==> src/rtl/cr_write_back_arbiter.sv <==
// Round-robin arbiter for the shared CR write-back port: grants one requesting
// execution unit per cycle and holds its result in a valid/ready output register.
module cr_write_back_arbiter #(
  parameter int RS_ID_WIDTH   = 5,
  parameter int ARBITER_DEPTH = 4,
  localparam int PW = $clog2(ARBITER_DEPTH)
) (
  input  logic                                       clk,
  input  logic                                       rst,
  input  logic [ARBITER_DEPTH-1:0]                   i_cr_input_valid,
  output logic [ARBITER_DEPTH-1:0]                   o_cr_input_ready,
  input  logic [ARBITER_DEPTH-1:0][RS_ID_WIDTH-1:0]  i_cr_rs_id_in,
  input  logic [ARBITER_DEPTH-1:0][7:0]              i_cr_field_mask_in,
  input  logic [ARBITER_DEPTH-1:0][31:0]             i_cr_result_in,
  output logic                                       o_cr_output_valid,
  input  logic                                       i_cr_output_ready,
  output logic [RS_ID_WIDTH-1:0]                     o_cr_rs_id_out,
  output logic [7:0]                                 o_cr_field_mask_out,
  output logic [31:0]                                o_cr_result_out,
  output logic [PW-1:0]                              o_cr_grant_out
);

  logic [PW-1:0]          r_pointer_ff;
  logic                   r_valid;
  logic [RS_ID_WIDTH-1:0] r_rs_id;
  logic [7:0]             r_mask;
  logic [31:0]            r_result;
  logic [PW-1:0]          r_grant;

  logic                   w_load_en;
  logic                   w_any_valid;
  logic [PW-1:0]          w_grant;
  logic [PW-1:0]          w_pointer_next;
  logic [PW:0]            w_sum;

  assign w_load_en = ~r_valid | i_cr_output_ready;

  // Search from the pointer upwards; the extra sum bit plus an explicit compare
  // keeps the wrap correct for non-power-of-two depths.
  always_comb begin
    w_grant     = '0;
    w_any_valid = 1'b0;
    w_sum       = '0;
    for (int k = 0; k < ARBITER_DEPTH; k++) begin
      w_sum = {1'b0, r_pointer_ff} + (PW+1)'(k);
      if (w_sum > (PW+1)'(ARBITER_DEPTH-1))
        w_sum = w_sum - (PW+1)'(ARBITER_DEPTH);
      if (!w_any_valid && i_cr_input_valid[w_sum[PW-1:0]]) begin
        w_any_valid = 1'b1;
        w_grant     = w_sum[PW-1:0];
      end
    end
  end

  always_comb begin
    if (w_grant == PW'(ARBITER_DEPTH-1))
      w_pointer_next = '0;
    else
      w_pointer_next = w_grant + PW'(1);
  end

  always_comb begin
    o_cr_input_ready = '0;
    if (!rst && w_load_en && w_any_valid)
      o_cr_input_ready[w_grant] = 1'b1;
  end

  always_ff @(posedge clk) begin
    if (rst) begin
      r_pointer_ff <= '0;
      r_valid      <= 1'b0;
      r_rs_id      <= '0;
      r_mask       <= '0;
      r_result     <= '0;
      r_grant      <= '0;
    end else if (w_load_en) begin
      if (w_any_valid) begin
        r_valid      <= 1'b1;
        r_rs_id      <= i_cr_rs_id_in[w_grant];
        r_mask       <= i_cr_field_mask_in[w_grant];
        r_result     <= i_cr_result_in[w_grant];
        r_grant      <= w_grant;
        r_pointer_ff <= w_pointer_next;
      end else begin
        // Data registers keep stale contents; consumers qualify with valid.
        r_valid <= 1'b0;
      end
    end
  end

  assign o_cr_output_valid   = r_valid;
  assign o_cr_rs_id_out      = r_rs_id;
  assign o_cr_field_mask_out = r_mask;
  assign o_cr_result_out     = r_result;
  assign o_cr_grant_out      = r_grant;

endmodule

==> config.mk <==
export PLATFORM = sky130hd
export DESIGN_NAME = cr_write_back_arbiter
export DESIGN_NICKNAME = d
export VERILOG_FILES = /design/src/rtl/cr_write_back_arbiter.sv
export SDC_FILE = /design/constraint.sdc
export NUM_CORES = 1
export LEC_CHECK = 0
export BUFFER_PORTS_ARGS = -buffer_cell sky130_fd_sc_hd__buf_2
export CAP_MARGIN = 15
export CORE_ASPECT_RATIO = 1.5
export CORE_MARGIN = 3
export CORE_UTILIZATION = 35
export DETAILED_ROUTE_END_ITERATION = 16
export GPL_TIMING_DRIVEN = 0
export PLACE_DENSITY_LB_ADDON = 0.15
export SLEW_MARGIN = 25
export SYNTH_ARGS = -nofsm -noshare
export SYNTH_HDL_FRONTEND = slang
export SYNTH_SLANG_ARGS = --single-unit
==> constraint.sdc <==
create_clock -name clk -period 3.3 [get_ports clk]
set_clock_uncertainty 0.15 [all_clocks]
set_input_delay 0.33 -clock clk [delete_from_list [all_inputs] [get_ports clk]]
set_output_delay 0.33 -clock clk [all_outputs]
set_load 0.005 [all_outputs]
== Yosys cells after proc, flatten, opt, wreduce, memory -nomap -nowiden ==
Cells that the tools add are included.
Storage, ports and cells
  word-level logic and storage cells: 69
  register bits after elaboration: 50
  output and inout port bits: 52
  input bits: 187
Operators by class
  bitwise logic cells: 2
  eq/ne operators: 1
  muxes and demuxes: 31
  reduce and logical (&&, ||, !) cells: 11
  add/subtract/negate cells: 8
  magnitude comparators: 10
Operators with widths (count)
  $bmux W32 S2: 1
  $mux W32: 1
  $mux W2: 9
  $bmux W8 S2: 1
  $lt A2 B3 Y1 const B: 5
  $bmux W5 S2: 1
  $mux W1: 10
  $gt A3 B2 Y1 const B: 3
  $bmux W1 S2: 4
  $mux W8: 1
  $sub A2 B1 Y2 const B: 4
  $add A2 B2 Y3 const B: 2
  $logic_and A1 B1 Y1: 6
  $mux W5: 1
  $logic_not A1 Y1: 4
  $mux W4: 1
  $add A2 B1 Y3 const B: 1
  $add A2 B1 Y2 const B: 1
  $demux W1 S2: 1
  $eq A2 B2 Y1 const B: 1
  $ge A2 B1 Y1 const B: 1
  $gt A2 B2 Y1 const B: 1
  $reduce_and A2 Y1: 1
  $not A1 Y1: 1
  $or A1 B1 Y1: 1

== Depth between registers and ports, before layout ==
Gate-level depths: netlist of run 1.
  depth in word-level cells: 19
  depth in mapped cells: 8
  gate-level depth less buffers: 6

== Least setup slack after synthesis of run 1 ==
No wires, ideal clock.
  kind: reg-to-output
  from: reg r_pointer_ff[1]
  to: out o_cr_input_ready[3]
  path buffers: 2
  required time: 2820 ps
  setup slack: 1312 ps
  data arrival time: 1508 ps
  cell stages (with the launch flop): 8
  cell sequence: dfxtp_1 > buf_4 > nand2_1 > a311o_1 > and2_1 > buf_2 > ha_1 > and2_1
On the way
  longest elaborated chain between the ends: 19
  elaborated cells on any way between the ends: 44
  classes of those cells: add/sub: 7; order compare: 6; mux: 23; reduce/logical: 8
RTL lines
  start, declared: RTL line 23  | logic [PW-1:0] r_pointer_ff;
  start signal, assigned: RTL line 83  | r_pointer_ff <= w_pointer_next;
  branches (longest 18 deep; another with $add A2 B1 Y3)
  $mux W4 *: RTL line 64  | if (!rst && w_load_en && w_any_valid)
  end, declared: RTL line 11  | output logic [ARBITER_DEPTH-1:0] o_cr_input_ready,
Every way passes the cells marked *. The select of a mux whose other input is x is not followed.

== Worst setup path after layout of run 1 ==
Ends and elaborated chain as after synthesis.

==> run_results.csv, run 1 <==
group,metric,value,unit
global_routing,overflow,0,
synth,synth-simple-area-share,0.188,
worst_setup_path,critical-path-max-stage-delay,0.36,ns
clocking,cts_max_path_bufs,2,
place,place.gp.congestion,0.812,
layout,layout_commonest_cell,"sky130_fd_sc_hd__buf_2",
sta,fin_setup_tns,0,ns
detailed_routing,antenna_left,0,
global_routing,antenna_found_initial,0,
die,placementRows,42,
worst_setup_path,critPathLaunchType,"flop",
sta,worst_pin_slew,0.632,ns
pwr,power_per_cell_area,445,nW/um2
worst_setup_path,r2r_cells,7,
clocking,cts_tree,"done",
die,die_w,84.0,um
sta,setup_repair_after_global_routing_missed_its_margin,"false",
layout,drive_above_1_share,0.398,
layout,final_non_filler_cell_total,756,
die,ioPinCount,239,
synth,synth_xor_area_frac,0,
synth,ys_types,34,
worst_setup_path,regToRegSetupSlack,1.11,ns
clocking,total_clock_buffers_created_by_cts,5,
clocking,clock_latency,0.28,ns
worst_setup_path,critPathMaxFanout,11,
synth,synth-seq-area-share,0.313,
synth,synth.net_count,590,
sta,hold-worst-slack,0.191,ns
worst_setup_path,critical_path_cell_count,8,
layout,fin_nets,834,
worst_setup_path,critPathArrivalTime,2.05,ns
layout,layout_common_cells,"sky130_fd_sc_hd__buf_2 (239), sky130_fd_sc_hd__dfxtp_1 (50), sky130_fd_sc_hd__nand2_1 (48)",
synth,synth_enable_flop_cells,0,
synth,post_synth_fa_ha_maj_area_fraction,0.00784,
sta,max_slew_margin,0.575,
worst_setup_path,setup.worst_path.end_class,"output pin",
place,detailed_place.area,4520,um2
die,initial_utilization,0.360,
synth,syn_area_per_cell,7.96,um2
clocking,cts_resized,0,
place,place.detailed.instances,748,
synth,postSynthRegisterBits,50,
detailed_routing,drt_first_pass_iters,4,
run,drv.max_cap_violation_count,0,
detailed_routing,post_drt_wl_per_cell,15.9,um
pwr,worst_ir_drop_vdd,0.000201,V
sta,final_max_slew_viol_count,0,
layout,fin_util,0.525,
place,hpwl,9470,um
detailed_routing,routed-via-count,3983,
sta,timing.final.crit_period,2.53,ns
place,port_buffers,237,
worst_setup_path,path_buf_inv,3,
place,post-place-ws,0.893,ns
worst_setup_path,critical_path.top_delay_family,"buffers and inverters",
detailed_routing,count_of_routing_violations_after_the_opening_detailed_route_iteration,160,
synth,post_synth_mux_area_share,0.0345,
hold_path,worst_hold_path_type,"input pin to flop",
synth,synth-compound-area-share,0.388,
layout,flow.area_growth_from_synthesis,46.1,%
layout,finish.instance_area,4660,um2
worst_setup_path,criticalPathCategory,"flop to output pin",
worst_setup_path,path_cells,"buf_4 -> nand2_1 -> a311o_1 -> and2_1 -> buf_2 -> ha_1 -> and2_1 -> buf_2",
clocking,post_cts_buffers,0,
detailed_routing,drc,0,
pwr,p_leak,2.27,nW
clocking,cts-root-buf,"sky130_fd_sc_hd__clkbuf_16",
global_routing,grt_pass1_vias,3800,
layout,num_antenna_cells,0,
die,placeableCoreArea,8880,um2
clocking,deepest_level_of_the_cts_h_tree,2,
detailed_routing,finalWirelength,12000,um
hold_path,worst_hold_path.num_cells,3,
synth,synth_top_family_by_area,"compound AO/OA/AOI/OAI gates",
sta,final_critical_path_setup_slack,0.768,ns
worst_setup_path,timing.critical_path.slowest_stage_cell,"sky130_fd_sc_hd__a311o_1",
clocking,clock-sinks,50,
worst_setup_path,critical_path_required,2.82,ns
synth,async_flop_share,0,
synth,synthesized_cell_area,3190,um2
synth,commonest_register_cell_after_synthesis,"sky130_fd_sc_hd__dfxtp_1",
global_routing,grt_pass1_wl,18300,um
sta,report.final.setup_viol,0,
detailed_routing,viasPerCell,5.27,
global_routing,grt_use_total,0.219,
synth,post_synth_inst_count,401,
status,outcome,"complete, no violations",
clocking,cts_hold_repair_buffers,0,
sta,number_of_hold_slack_violations_in_the_final_timing_report,0,
sta,maximum_operating_frequency,395,MHz
die,vertical_extent_of_the_die,123,um
synth,number_of_synthesis_warnings,0,
pwr,fin_total_pwr,2.08,mW
global_routing,grt_max_degree,15,
clocking,clock_transition_at_path_regs,0.07,ns
die,dieArea,10300,um2
sta,final_min_period_over_clock_period,0.767,
[report_power, final]
group	switching [mW]	total, mW	internal (mW)	leakage [nW]
sequential	0.0492	0.759	0.710	0.414
combinational	0.425	0.789	0.363	1.78
clock	0.227	0.529	0.301	0.0739
total	0.702	2.08	1.37	2.27
[layout make-up]
type,instances,area [um2]
Sequential cell,50,1000
Clock inverter,1,5.00
Multi-Input combinational cell,305,1980
Inverter,4,15.0
Tap cell,110,138
Buffer,42,201
Clock buffer,7,143
Timing Repair Buffer,237,1190
Fill cell,922,4220
[tightest hold or removal path, cell delays in order]
cell	delay, ns
sky130_fd_sc_hd__buf_2	0.08
sky130_fd_sc_hd__a22oi_1	0.05
sky130_fd_sc_hd__o211ai_1	0.14
[metal layers]
metal	track usage	vias to the layer above	part of all wire
met5	0	-	0
met4	0.0634	0	0.014
met3	0.0500	14	0.074
met2	0.397	168	0.52
met1	0.256	1815	0.39
li1	-	1986	-
[synth_stat cells, types with 2 or more instances]
master,number,area [um2]
sky130_fd_sc_hd__dfxtp_1,50,1000
sky130_fd_sc_hd__nand2_1,48,180
sky130_fd_sc_hd__and3_1,42,263
sky130_fd_sc_hd__a21boi_0,41,308
sky130_fd_sc_hd__a22oi_1,41,308
sky130_fd_sc_hd__o211ai_1,41,308
sky130_fd_sc_hd__clkbuf_1,34,128
sky130_fd_sc_hd__o21ai_1,27,135
sky130_fd_sc_hd__o21ai_0,15,75.1
sky130_fd_sc_hd__mux2i_1,11,110
sky130_fd_sc_hd__nor2_1,8,30.0
sky130_fd_sc_hd__and2_1,5,31.3
sky130_fd_sc_hd__buf_6,5,56.3
sky130_fd_sc_hd__inv_1,4,15.0
sky130_fd_sc_hd__o221ai_1,4,35.0
sky130_fd_sc_hd__nand2b_1,3,18.8
sky130_fd_sc_hd__a21oi_1,2,10.0
sky130_fd_sc_hd__buf_2,2,10.0
sky130_fd_sc_hd__ha_1,2,25.0
sky130_fd_sc_hd__nor2b_1,2,12.5
[worst paths after layout]
path,to,startpoint
hold reg to reg,o_cr_rs_id_out[3]$_SDFFE_PP0P_,o_cr_rs_id_out[3]$_SDFFE_PP0P_
setup reg to reg,o_cr_rs_id_out[2]$_SDFFE_PP0P_,r_pointer_ff[0]$_SDFFE_PP0P_
hold / removal,o_cr_field_mask_out[3]$_SDFFE_PP0P_,i_cr_field_mask_in[19]
setup / recovery,o_cr_input_ready[3],r_pointer_ff[1]$_SDFFE_PP0P_
[cells by family (layout without fill, tap and decap cells)]
family,Yosys count,in the layout
AOI/OAI and AO/OA,178,178
and+or+nand+nor,114,114
DFF,50,50
buffers and inverters,46,291
muxes,11,11
adders and majority gates,2,2
[sequential cells by signal, indices dropped and copies added, names as in the netlist]
signal,count
o_cr_output_valid,1
o_cr_result_out,32
o_cr_field_mask_out,8
o_cr_rs_id_out,5
r_pointer_ff,2
o_cr_grant_out,2
No activity file was read; power rests on OpenSTA's default activity.
==> run 2: changes to the inputs <==
--- a/config.mk
+++ b/config.mk
@@ -5,6 +5,7 @@
 export SDC_FILE = /design/constraint.sdc
 export NUM_CORES = 1
 export LEC_CHECK = 0
+export ABC_AREA = 1
 export BUFFER_PORTS_ARGS = -buffer_cell sky130_fd_sc_hd__buf_2
 export CAP_MARGIN = 15
 export CORE_ASPECT_RATIO = 1.5
==> constraint.sdc (replaced) <==
create_clock -name clk -period 2.6 [get_ports clk]
set_clock_uncertainty 0.15 [all_clocks]
set_input_delay 0.26 -clock clk [delete_from_list [all_inputs] [get_ports clk]]
set_output_delay 0.26 -clock clk [all_outputs]
set_load 0.005 [all_outputs]
==> run 2 against run 1 <==
  * Critical path depth rose by 6
  * Setup slack got worse by 0.66 ns
  * Die area rose by 25%
  * Non-clock buffer count rose by 22
  * Worst hold slack got worse by 0.042 ns
  * Design area rose by 24%
  * Critical path type unchanged
  * Largest cell class unchanged
==> run_results.csv, run 2 <==
group,metric,value,unit
status,outcome,"complete, no violations",
global_routing,grt_pass1_wl,24200,um
place,place.gp.congestion,0.845,
worst_setup_path,path_cells,"buf_8 -> nand2_1 -> nand2_1 -> nand2_2 -> nand2_2 -> nor2_4 -> nand3_2 -> nand2_4 -> nand2_4 -> buf_12 -> ha_1 -> inv_1 -> nor2_1 -> buf_2",
detailed_routing,wl_met2,8590,um
clocking,cts_tree,"done",
worst_setup_path,critPathLaunchType,"flop",
worst_setup_path,critical-path-max-stage-delay,0.38,ns
clocking,clock_transition_at_path_regs,0.07,ns
die,vertical_extent_of_the_die,138,um
worst_setup_path,critPathMaxFanout,10,
sta,maximum_operating_frequency,401,MHz
synth,most_frequent_cell_after_synthesis,"sky130_fd_sc_hd__nand3_1",
synth,synthesized_cell_area,4040,um2
pwr,power_per_cell_area,1420,nW/um2
clocking,deepest_level_of_the_cts_h_tree,2,
detailed_routing,routed-wl-met3,1010,um
layout,flow.area_growth_from_synthesis,43.4,%
hold_path,worst_hold_path.num_cells,5,
synth,synth-seq-area-share,0.248,
sta,final_max_slew_viol_count,0,
place,place.detailed.instances,1121,
sta,final_critical_path_setup_slack,0.107,ns
worst_setup_path,regToRegSetupSlack,0.23,ns
detailed_routing,routed-via-count,5425,
clocking,total_clock_buffers_created_by_cts,5,
detailed_routing,drc,0,
synth,syn_area_per_cell,5.48,um2
run,drv.max_cap_violation_count,0,
die,placementRows,47,
synth,netlist_top_cells_area,"sky130_fd_sc_hd__dfxtp_1 (25%), sky130_fd_sc_hd__nand3_1 (23%), sky130_fd_sc_hd__nand2_1 (16%)",
die,ioPinCount,239,
worst_setup_path,path_buf_inv,4,
layout,largest_register_ff_count,32,
synth,post_synth_inst_count,736,
synth,commonest_register_cell_after_synthesis,"sky130_fd_sc_hd__dfxtp_1",
clocking,cts-root-buf,"sky130_fd_sc_hd__clkbuf_16",
worst_setup_path,r2r_cells,15,
detailed_routing,post_drt_wl_per_cell,14.4,um
global_routing,grt_use_total,0.239,
global_routing,overflow,0,
detailed_routing,drt_first_pass_iters,5,
worst_setup_path,criticalPathCategory,"flop to output pin",
hold_path,hold_path_start,"i_cr_result_in[61]",
detailed_routing,count_of_routing_violations_after_the_opening_detailed_route_iteration,205,
detailed_routing,top_layer_used,"met4",
die,die_w,93.7,um
detailed_routing,antenna_left,0,
detailed_routing,finalWirelength,16400,um
worst_setup_path,critPathArrivalTime,2.08,ns
clocking,clock-sinks,50,
worst_setup_path,setup.worst_path.end_class,"output pin",
global_routing,grt_pass1_vias,4970,
die,initial_utilization,0.361,
worst_setup_path,rr_endpoint,"o_cr_field_mask_out[5]$_SDFFE_PP0P_",
worst_setup_path,worst_r2r_startpoint,"r_pointer_ff[0]$_SDFFE_PP0P_",
synth,async_flop_share,0,
die,placeableCoreArea,11200,um2
synth,netlist.top_cell.by_area,"sky130_fd_sc_hd__dfxtp_1",
hold_path,worst_hold_path_type,"input pin to flop",
layout,layout_commonest_cell,"sky130_fd_sc_hd__buf_2",
worst_setup_path,timing.critical_path.slowest_stage_cell,"sky130_fd_sc_hd__dfxtp_4",
synth,postSynthRegisterBits,50,
sta,hold-worst-slack,0.149,ns
layout,layout_common_cells,"sky130_fd_sc_hd__buf_2 (261), sky130_fd_sc_hd__nand3_1 (183), sky130_fd_sc_hd__nand2_1 (167)",
clocking,clock_latency,0.29,ns
hold_path,min_to,"o_cr_result_out[29]$_SDFFE_PP0P_",
detailed_routing,met1_length,6580,um
place,hpwl,12600,um
die,dieArea,12900,um2
synth,synth_enable_flop_cells,0,
pwr,worst_ir_drop_vdd,0.000641,V
sta,worst_pin_slew,0.505,ns
place,port_buffers,238,
layout,fin_nets,1180,
layout,drive_above_1_share,0.330,
pwr,p_leak,3.54,nW
layout,final_non_filler_cell_total,1140,
place,post-place-ws,-0.0308,ns
sta,max_slew_margin,0.663,
worst_setup_path,critical_path.top_delay_family,"simple AND/OR/NAND/NOR gates",
synth,ys_types,23,
synth,number_of_synthesis_warnings,0,
sta,report.final.setup_viol,0,
sta,timing.final.crit_period,2.49,ns
detailed_routing,viasPerCell,4.76,
synth,netlist.area_leader.share,0.248,
sta,final_min_period_over_clock_period,0.959,
synth,synth.net_count,925,
worst_setup_path,critical_path_required,2.19,ns
sta,number_of_hold_slack_violations_in_the_final_timing_report,0,
synth,post_synth_most_frequent_cells,"sky130_fd_sc_hd__nand3_1 (188), sky130_fd_sc_hd__nand2_1 (175), sky130_fd_sc_hd__inv_1 (103)",
clocking,cts_max_path_bufs,2,
global_routing,antenna_found_initial,0,
global_routing,grt_max_degree,20,
[run 2: logic make-up (layout without fill, tap and decap cells)]
| family | count (synthesis) | after routing | synth area share |
|---|---|---|---|
| compound gates | 56 | 56 | 0.0704 |
| fa+ha+maj | 2 | 2 | 0.00620 |
| buf+inv | 157 | 413 | 0.167 |
| flops | 50 | 50 | 0.248 |
| other cells | 0 | 1 | 0 |
| simple gates | 471 | 471 | 0.509 |
[run 2: cell type report]
cell class / instances / area, um2
sequential: 50 / 1010
antenna: 1 / 2.50
buffer: 52 / 319
tap: 147 / 184
timing repair buffer: 249 / 1280
multi-input combinational: 529 / 2430
clock inverter: 3 / 43.8
clock buffer: 5 / 125
fill: 1284 / 5390
inverter: 104 / 398
[run 2: per-layer routing]
| layer | vias up | GRT usage |
|---|---|---|
| li1 | 2829 | - |
| met4 | 0 | 0.0691 |
| met1 | 2401 | 0.274 |
| met5 | - | 0 |
| met3 | 11 | 0.0448 |
| met2 | 184 | 0.446 |
[run 2: worst max path at each step]
stage,from,endpoint,cells after the start
5_1_grt,r_pointer_ff[0]$_SDFFE_PP0P_,o_cr_input_ready[2],14
2_1_floorplan,r_pointer_ff[0]$_SDFFE_PP0P_,o_cr_input_ready[2],14
3_3_place_gp,r_pointer_ff[0]$_SDFFE_PP0P_,o_cr_input_ready[2],15
3_5_place_dp,r_pointer_ff[0]$_SDFFE_PP0P_,o_cr_input_ready[2],15
4_1_cts,r_pointer_ff[0]$_SDFFE_PP0P_,o_cr_input_ready[3],14
6_report,r_pointer_ff[0]$_SDFFE_PP0P_,o_cr_input_ready[2],14
[run 2: repair_timing]
item / in CTS / in global routing
buffers inserted: 4 / 6
hold buffers: 1 / 0
endpoints found under the setup margin: 4 / 26
endpoints found under the hold margin: 1 / 0
resized for setup: 10 / 41
pin swaps: 3 / 8
[run 2: tightest hold or removal path: cells and delay by family]
family	cells	cell delay, ns
buffers and inverters	1	0.07
and+or+nand+nor	4	0.21
[run 2: metrics by stage]
stage / setup TNS [ns] / cell area [um2] / utilization / power, mW
floorplan: 0 / 4040 / - / 5.30
global placement: -0.00214 / 5410 / 0.484 / 7.06
detailed placement: -0.0308 / 5410 / 0.484 / 7.07
CTS: 0 / 5630 / 0.504 / 7.94
global route: -0.00690 / 5780 / 0.518 / 9.03
finish: 0 / 5790 / 0.518 / 8.24
[run 2: power by group]
part	leakage (nW)	internal (mW)	switching, mW
combinational	3.04	2.31	3.93
clock	0.0842	0.456	0.306
sequential	0.417	1.09	0.156
total	3.54	3.85	4.39
